<file path="src/rtl/nrst_pkg.sv">
// Shared state encoding and default timing constants for the reset pulse generator.
package nrst_pkg;

    typedef enum logic [1:0] {
        IDLE,
        ASSERT,
        RELEASE
    } nrst_state_t;

    localparam int unsigned DEFAULT_HOLD_CYCLES     = 16;
    localparam int unsigned DEFAULT_DEBOUNCE_CYCLES = 1024;
    localparam int unsigned DEFAULT_SYNC_STAGES     = 2;

endpackage

</file>
<file path="src/rtl/btn_debouncer.sv">
// Synchronizes and debounces an asynchronous active-low button and emits a
// single-cycle press event on each debounced 1->0 transition.
module btn_debouncer import nrst_pkg::*; #(
    parameter int unsigned SYNC_STAGES     = DEFAULT_SYNC_STAGES,
    parameter int unsigned DEBOUNCE_CYCLES = DEFAULT_DEBOUNCE_CYCLES
) (
    input  logic CLK_I,
    input  logic NRST_I,
    input  logic BTN_N_I,
    output logic PRESS_O
);

    localparam int unsigned CntW = $clog2(DEBOUNCE_CYCLES);

    logic [SYNC_STAGES-1:0] sync_q, sync_d;
    logic                   stable_q, stable_d;
    logic [CntW-1:0]        cnt_q, cnt_d;
    logic                   press_q, press_d;
    logic                   btn_s;

    always_comb begin
        sync_d   = {sync_q[SYNC_STAGES-2:0], BTN_N_I};
        btn_s    = sync_q[SYNC_STAGES-1];
        stable_d = stable_q;
        cnt_d    = '0;
        // Any sample that agrees with the stable level restarts the qualification window.
        if (btn_s != stable_q) begin
            if (cnt_q == CntW'(DEBOUNCE_CYCLES - 1)) begin
                stable_d = ~stable_q;
            end else begin
                cnt_d = cnt_q + CntW'(1);
            end
        end
        press_d = stable_q & ~stable_d;
    end

    always_ff @(posedge CLK_I or negedge NRST_I) begin
        if (!NRST_I) begin
            sync_q   <= '1;
            stable_q <= 1'b1;
            cnt_q    <= '0;
            press_q  <= 1'b0;
        end else begin
            sync_q   <= sync_d;
            stable_q <= stable_d;
            cnt_q    <= cnt_d;
            press_q  <= press_d;
        end
    end

    assign PRESS_O = press_q;

endmodule

</file>
<file path="src/rtl/nrst_pulse_generator.sv">
// Merges system reset, debounced button and software request into one registered
// active-low reset pulse of HOLD_CYCLES minimum width, with a release acknowledge.
module nrst_pulse_generator import nrst_pkg::*; #(
    parameter int unsigned HOLD_CYCLES     = DEFAULT_HOLD_CYCLES,
    parameter int unsigned DEBOUNCE_CYCLES = DEFAULT_DEBOUNCE_CYCLES,
    parameter int unsigned SYNC_STAGES     = DEFAULT_SYNC_STAGES
) (
    input  logic CLK_I,
    input  logic NRST_I,
    input  logic BTN_N_I,
    input  logic REQ_I,
    output logic NRST_O,
    output logic BUSY_O,
    output logic ACK_O
);

    localparam int unsigned HoldW = $clog2(HOLD_CYCLES);

    nrst_state_t      state_q, state_d;
    logic [HoldW-1:0] hold_cnt_q, hold_cnt_d;
    logic             nrst_q, nrst_d;
    logic             busy_q, busy_d;
    logic             ack_q, ack_d;
    logic             press;
    logic             trigger;

    btn_debouncer #(
        .SYNC_STAGES     (SYNC_STAGES),
        .DEBOUNCE_CYCLES (DEBOUNCE_CYCLES)
    ) u_btn_debouncer (
        .CLK_I   (CLK_I),
        .NRST_I  (NRST_I),
        .BTN_N_I (BTN_N_I),
        .PRESS_O (press)
    );

    always_comb begin
        trigger    = REQ_I | press;
        state_d    = state_q;
        hold_cnt_d = hold_cnt_q;
        unique case (state_q)
            IDLE: begin
                if (trigger) begin
                    state_d    = ASSERT;
                    hold_cnt_d = '0;
                end
            end
            ASSERT: begin
                // A fresh trigger restarts the hold window, stretching the pulse.
                if (trigger) begin
                    hold_cnt_d = '0;
                end else if (hold_cnt_q == HoldW'(HOLD_CYCLES - 1)) begin
                    state_d    = RELEASE;
                    hold_cnt_d = '0;
                end else begin
                    hold_cnt_d = hold_cnt_q + HoldW'(1);
                end
            end
            RELEASE: begin
                hold_cnt_d = '0;
                state_d    = trigger ? ASSERT : IDLE;
            end
            default: begin
                state_d    = ASSERT;
                hold_cnt_d = '0;
            end
        endcase
        // Outputs are decoded from the next state so they appear registered with the state.
        nrst_d = (state_d != ASSERT);
        busy_d = (state_d != IDLE);
        ack_d  = (state_d == RELEASE);
    end

    always_ff @(posedge CLK_I or negedge NRST_I) begin
        if (!NRST_I) begin
            state_q    <= ASSERT;
            hold_cnt_q <= '0;
            nrst_q     <= 1'b0;
            busy_q     <= 1'b1;
            ack_q      <= 1'b0;
        end else begin
            state_q    <= state_d;
            hold_cnt_q <= hold_cnt_d;
            nrst_q     <= nrst_d;
            busy_q     <= busy_d;
            ack_q      <= ack_d;
        end
    end

    assign NRST_O = nrst_q;
    assign BUSY_O = busy_q;
    assign ACK_O  = ack_q;

endmodule

</file>
<file path="config.mk">
export PLATFORM = sky130hd
export DESIGN_NAME = nrst_pulse_generator
export DESIGN_NICKNAME = d
export VERILOG_FILES = /design/src/rtl/nrst_pkg.sv /design/src/rtl/btn_debouncer.sv /design/src/rtl/nrst_pulse_generator.sv
export SDC_FILE = /design/constraint.sdc
export NUM_CORES = 1
export LEC_CHECK = 0
export BUFFER_PORTS_ARGS = -buffer_cell sky130_fd_sc_hd__buf_2
export CAP_MARGIN = 0
export CORE_MARGIN = 5
export CORE_UTILIZATION = 56
export CTS_CLUSTER_SIZE = 8
export DETAILED_ROUTE_END_ITERATION = 7
export PLACE_DENSITY_LB_ADDON = 0.12
export RECOVER_POWER = 100
export SYNTH_ARGS = -nofsm -noshare
export SYNTH_HDL_FRONTEND = slang
export SYNTH_SLANG_ARGS = --single-unit
export TNS_END_PERCENT = 1
</file>
<file path="constraint.sdc">
create_clock -name CLK_I -period 1.93 [get_ports CLK_I]
set_clock_uncertainty 0.2 [all_clocks]
set_input_delay 0.193 -clock CLK_I [delete_from_list [all_inputs] [get_ports CLK_I]]
set_output_delay 0.193 -clock CLK_I [all_outputs]
set_load 0.01 [all_outputs]
</file>
## Yosys cells after proc, flatten, opt, wreduce, memory -nomap -nowiden

Index checks and enable logic that the tools add are counted.

| storage, ports and cells | value |
|---|---|
| bits in registers | 23 |
| latch bits | 0 |
| RAM bits | 0 |
| bits in read-only memories | 0 |
| input bits | 4 |
| output and inout port bits | 3 |
| logic and storage cells | 38 |
| memories | 0 |

| operators by class | value |
|---|---|
| $add $sub $neg | 2 |
| multipliers | 0 |
| div/mod/pow operators | 0 |
| order comparisons | 0 |
| equality and inequality tests | 8 |
| shift-type cells | 0 |
| muxes and demuxes | 13 |
| bitwise logic cells | 4 |
| reductions and logical operators | 2 |

Operators by type and width:

| kind | count |
|---|---|
| $mux 10 | 2 |
| $mux 4 | 3 |
| $add 10x1->10 const B | 1 |
| $eq 10x10->1 const B | 1 |
| $pmux 4 s2 | 1 |
| $mux 2 | 3 |
| $pmux 2 s3 | 1 |
| $add 4x1->4 const B | 1 |
| $eq 2x2->1 const B | 2 |
| $eq 4x4->1 const B | 1 |
| $mux 1 | 3 |
| $eq 2x1->1 const B | 1 |
| $logic_not 2->1 | 1 |
| $ne 2x1->1 const B | 1 |
| $ne 2x2->1 const B | 1 |
| $not 1->1 | 2 |
| $reduce_bool 2->1 | 1 |
| $and 1x1->1 | 1 |
| $ne 1x1->1 | 1 |
| $or 1x1->1 | 1 |

## Depth between registers and ports, before layout

| logic depth | value |
|---|---|
| word-level depth | 5 |
| depth in mapped cells | 4 |
| gate-level depth less buffers | 4 |

## Hierarchy

Synthesis repeated with hierarchy kept, for this count alone.

| second synthesis, totals | value |
|---|---|
| cell total of the unflattened synthesis | 93 |
| area, all modules | 1016.0 µm² |

By module, submodules not included:

| module | times used | cells each | area each (µm²) | sequential area each (µm²) |
|---|---|---|---|---|
| btn_debouncer | 1 | 60 | 633.1 | 354.1 |
| nrst_pulse_generator | 1 | 33 | 382.9 | 227.7 |

## Worst setup path after synthesis

OpenSTA, ideal clock, no wires.

| timing path | value |
|---|---|
| kind | reg-to-reg |
| from | register u_btn_debouncer.stable_q |
| to | register u_btn_debouncer.cnt_q[9] |
| arrival time | 1.284 ns |
| path slack | 0.364 ns |
| stages on the path, launching flop included | 4 |
| period minus slack after synthesis | 1.566 ns |
| cell sequence | dfstp_2 -> xnor2_1 -> or4_1 -> o22ai_1 |

| between the ends | value |
|---|---|
| cells in the longest elaborated chain, start to end | 2 |

RTL lines:

| item | RTL line | source |
|---|---|---|
| start: declaration | btn_debouncer.sv:16 | `logic stable_q, stable_d;` |
| start signal: assignment | btn_debouncer.sv:45 | `stable_q <= stable_d;` |
| $ne 1x1->1 | btn_debouncer.sv:27 | `if (btn_s != stable_q) begin` |
| $mux 10 | btn_debouncer.sv:27 |  |
| via u_btn_debouncer.cnt_d[9] | btn_debouncer.sv:17 | `logic [CntW-1:0] cnt_q, cnt_d;` |
| end signal: assignment | btn_debouncer.sv:46 | `cnt_q <= cnt_d;` |
| end: declaration | btn_debouncer.sv:17 |  |

The timed path passes the listed nets, and every way through them passes these cells.
A chain may end at the register's enable or synchronous reset.

## Worst setup path in the final report

| timing path | value |
|---|---|
| from | register u_btn_debouncer.cnt_q[0] |
| to | register u_btn_debouncer.stable_q |

| between the ends | value |
|---|---|
| cells in the longest elaborated chain, start to end | 3 |

RTL lines:

| item | RTL line | source |
|---|---|---|
| $eq 10x10->1 | btn_debouncer.sv:28 | `if (cnt_q == CntW'(DEBOUNCE_CYCLES - 1)) begin` |
| $mux 1 | btn_debouncer.sv:28 |  |
| $mux 1 | btn_debouncer.sv:27 |  |
| via u_btn_debouncer.stable_d | btn_debouncer.sv:16 |  |

The timed path passes the listed nets, and every way through them passes these cells.

==> results.txt <==
* Outcome: complete, no violations
- Arrival time at the worst endpoint: 1.80 ns
- In this run the critical register-to-register path is launched from u_btn_debouncer.cnt_q[0].
* Num CTS Buffers: 3
* Via total after detailed routing: 679
* Upper clock frequency limit: 0.5697 GHz
- Min cycle time layout: 1.755 ns
- Syn Std Cell Area: 969.7 um^2
- Number of cells on the worst reg-to-reg path: 4
- Detailed placement finished with a half-perimeter wire length of about 1200 um.
- Layout net count: 109
- Worst Setup Start Kind: flip-flop
- For the pin with the worst max-slew slack, the measured transition is between 1 and 1.5 ns.
* Fin crit share: 0.9095
- Kind of cell with the highest combined delay on the critical path: simple AND/OR/NAND/NOR gates
* Routed wire length: 1743 um
- The count of nets left with antenna violations once routing finished came out at 0.
* Setup violators final: 0
- The worst hold path begins at u_btn_debouncer.sync_q[0].
* Fraction of power consumed by sequential logic: 0.656
* Number of library cell types mapped by synthesis: 27
* Unrepaired setup endpoints after global routing: false
* Type of the worst setup path: flip-flop to flip-flop
- At the worst endpoint, the required time is 1.98 ns.
* Share of power burned in combinational logic: 0.061
- The initial utilization of the core area, before any placement, comes to 0.5741.
* Post-route cell area: approximately 0.0011 mm^2
- The initial antenna violation count came to 0.
* Maximum number of pins on one net before global-route repair: 24
- The root buffer cell chosen for the clock tree is sky130_fd_sc_hd__clkbuf_4.
- Floorplan die area: around 0.0027 mm^2
- Of the total power, the share spent switching nets is 0.2358.
* Fillers: between 100 and 150
- Measured along the x axis, the die boundary spans approximately 52 um.
* Post-synth top area share: 0.4645
* Drt via density: 5.706
- Commonest non-fill, non-tap cells in the layout: 18 x sky130_fd_sc_hd__dfrtp_1, 8 x sky130_fd_sc_hd__nor2_1, 7 x sky130_fd_sc_hd__nand2_1
- Synthesis produced 89 cells.
- Share of layout cells above drive strength 1: 0.08824
- Detailed-router iteration count before antenna repair: 4
- Along the worst path, the maximum fanout reaches 4.
* Maximum buffer depth of the clock tree: 2
- Worst R2R Setup Slack: 0.17 ns
- The number of buffers and inverters on the critical path is 0.
- Number of hold violations in the final report: 0
* Number of inserted diodes: 0
- The largest total area in the synthesized netlist belongs to sky130_fd_sc_hd__dfrtp_1.
- The number of global-route vias before repair came to 629.
- The floorplan step set the die height to 51.61 um.
* Max-slew violation count: 0
- The placed instances occupy a cell area of around 0.0010 mm^2.
- Overall routing resource usage: 0.1496
* Max-Slew Margin vs Limit: 0.2075
- After the first detailed-routing iteration, the DRC count stood at 16.
* Congestion Overflow GR: 0
- The first global-routing pass estimated approximately 2900 um of wire.
* Register area share after synthesis: 0.6000
- In this run the number of cells on the critical path is 4.
- Endpoint type of the worst setup path: flip-flop
* Switching pwr: 0.1830 mW
- The critical path ends at u_btn_debouncer.stable_q.
- Share of power burned in the clock network: 0.283
- At the placement stage, the worst setup path has a slack of 0.2088 ns.
- Across all setup checks in the final design, the least slack found is ~0.17 ns.
- In this run the standard cell core region covers 0.001689 mm^2.
- Power density of the placed cells: 723.8 mW/mm^2
- CP max-delay cell: sky130_fd_sc_hd__dfrtp_1
- The completed layout was analyzed and its total power is 0.7761 mW.
- The sequential cells in the finished layout cover a total of between 500 and 600 um^2.
* Setup TNS after final layout: 0 ns
- The endpoint identified for the worst register-to-register timing path is u_btn_debouncer.stable_q.
- Buffers on Ports: 6
* Delay of the slowest cell on the worst path: 0.41 ns
- The worst hold path belongs to the class flip-flop to flip-flop.
- Source-to-sink clock delay at the later pin of the worst-skew pair: 0.30 ns
* Layout area overhead: 10.58%
- Top cells by area, synth: sky130_fd_sc_hd__dfrtp_1 46%, sky130_fd_sc_hd__dfstp_2 14%, sky130_fd_sc_hd__or3_1 3.9%
- The multi-input combinational cells in the finished layout cover a total of approximately 370 um^2.
* Syn nets: 95
- Number of standard-cell rows in the floorplan: 15
- Synth Area per Inst: 10.90 um^2
- After detailed routing, the number of remaining DRC violations is 0.
* Clock H-tree levels: 1
- Internal power comes to 0.5930 mW.
* Max-cap violations: 0
- After clock tree synthesis, the clock-pin slew on the worst setup and hold paths is 0.13 ns.
* Sinks on Clock Net: 23
- Leakage Power: 0.4663 nW
* Global placement routability congestion: approximately 0.75
* Number of ports placed on the die boundary: 7
* Average routed wire per standard cell: 14.65 um
- VDD sags by at most 0.4214 mV.
* Total number of yosys warnings: 0
- Leaving out fill and tap cells, the most frequent cell in the layout is sky130_fd_sc_hd__dfrtp_1.
- Series of cell instances along the critical path: ha_1, nand4_1, nor3_1, mux2_1
- TritonCTS built the clock tree.
- Setup crit start: u_btn_debouncer.cnt_q[0]
- Count of state elements after synthesis: 23
-- cells in the mapped netlist --
library cell and n:
sky130_fd_sc_hd__a211oi_1 1, sky130_fd_sc_hd__a21oi_1 6, sky130_fd_sc_hd__and3b_1 1, sky130_fd_sc_hd__clkbuf_1 1
sky130_fd_sc_hd__dfrtp_1 18, sky130_fd_sc_hd__dfstp_2 5, sky130_fd_sc_hd__ha_1 2, sky130_fd_sc_hd__inv_1 4
sky130_fd_sc_hd__inv_2 1, sky130_fd_sc_hd__mux2_1 1, sky130_fd_sc_hd__mux2i_1 1, sky130_fd_sc_hd__nand2_1 7
sky130_fd_sc_hd__nand3_1 4, sky130_fd_sc_hd__nand3b_1 1, sky130_fd_sc_hd__nand4_1 3, sky130_fd_sc_hd__nor2_1 8
sky130_fd_sc_hd__nor3_1 3, sky130_fd_sc_hd__o21a_1 1, sky130_fd_sc_hd__o21ai_0 4, sky130_fd_sc_hd__o21ai_1 1
sky130_fd_sc_hd__o221a_1 1, sky130_fd_sc_hd__o22ai_1 1, sky130_fd_sc_hd__o31ai_1 1, sky130_fd_sc_hd__or3_1 6
sky130_fd_sc_hd__or4_1 1, sky130_fd_sc_hd__xnor2_1 3, sky130_fd_sc_hd__xor2_1 3
-- layer usage --
| metal | global-route usage | up-vias | routed length, um |
|---|---|---|---|
| met5 | 0 | - | 0 |
| met4 | 0.07860 | 0 | 19 |
| met3 | 0.02579 | 2 | 70 |
| met2 | 0.2182 | 10 | 826 |
| met1 | 0.2124 | 330 | 828 |
| li1 | - | 337 | - |
-- power by group through the flow --
stage | Clock (mW) | Sequential (mW) | Combinational [mW]
3_5_place_dp | 0 | 0.518 | 0.0452
5_1_grt | 0.243 | 0.510 | 0.0567
6_report | 0.220 | 0.509 | 0.0474
2_1_floorplan | 0 | 0.515 | 0.0265
3_3_place_gp | 0 | 0.517 | 0.0442
4_1_cts | 0.224 | 0.509 | 0.0497
-- repair_timing --
action / in CTS / in global routing
hold buffers: 3 / 0
endpoints found under the setup margin: 0 / 0
setup buffers: 0 / 0
gates resized for setup: 0 / 0
hold endpoints to repair: 25 / 0
-- flip-flops by register name, summed over array words and instances, names as in the netlist --
register / cells
ACK_O: 1
state_q: 2
u_btn_debouncer.sync_q: 2
u_btn_debouncer.stable_q: 1
u_btn_debouncer.PRESS_O: 1
BUSY_O: 1
hold_cnt_q: 4
u_btn_debouncer.cnt_q: 10
NRST_O: 1
-- area by class of cell --
type	count	area share
Sequential cell	23	0.5426
Multi-Input combinational cell	60	0.3407
Timing Repair Buffer	10	0.05368
Clock buffer	3	0.02100
Tap cell	17	0.01984
Inverter	5	0.01750
Clock inverter	1	0.004667
-- worst min-delay path by stage --
| stage | endpoint | slack (ns) | cells after the start |
|---|---|---|---|
| final | u_btn_debouncer.sync_q[1] | 0.17 | 0 |
| after global routing | u_btn_debouncer.sync_q[1] | 0.18 | 0 |
| after CTS | NRST_O | 0.17 | 2 |
| after detailed placement | NRST_O | -0.02 | 1 |
| after global placement | ACK_O | -0.02 | 1 |
| after floorplan | ACK_O | -0.30 | 0 |
-- logic make-up (layout without fill, tap and decap cells) --
group           count (synthesis)  count (layout)  synth area share
flops                          23              23            0.6000
xor+xnor                        6               6           0.05420
simple gates                   34              34            0.1768
buf+inv                         6              19           0.02321
compound gates                 16              16           0.09807
fa+ha+maj                       2               2           0.02580
mux                             2               2           0.02194
-- stage by stage --
| step | utilization | hold slack (ns) | std cells |
|---|---|---|---|
| 6_report | 0.6348 | 0.1720 | 119 |
| 5_1_grt | 0.6348 | 0.1825 | 119 |
| 4_1_cts | 0.6407 | 0.1674 | 119 |
| 3_5_place_dp | 0.6067 | -0.01508 | 112 |
| 3_3_place_gp | 0.6067 | -0.01637 | 112 |
| 2_1_floorplan | - | -0.3026 | 89 |
Note: power is estimated with default switching activity, not from simulation.
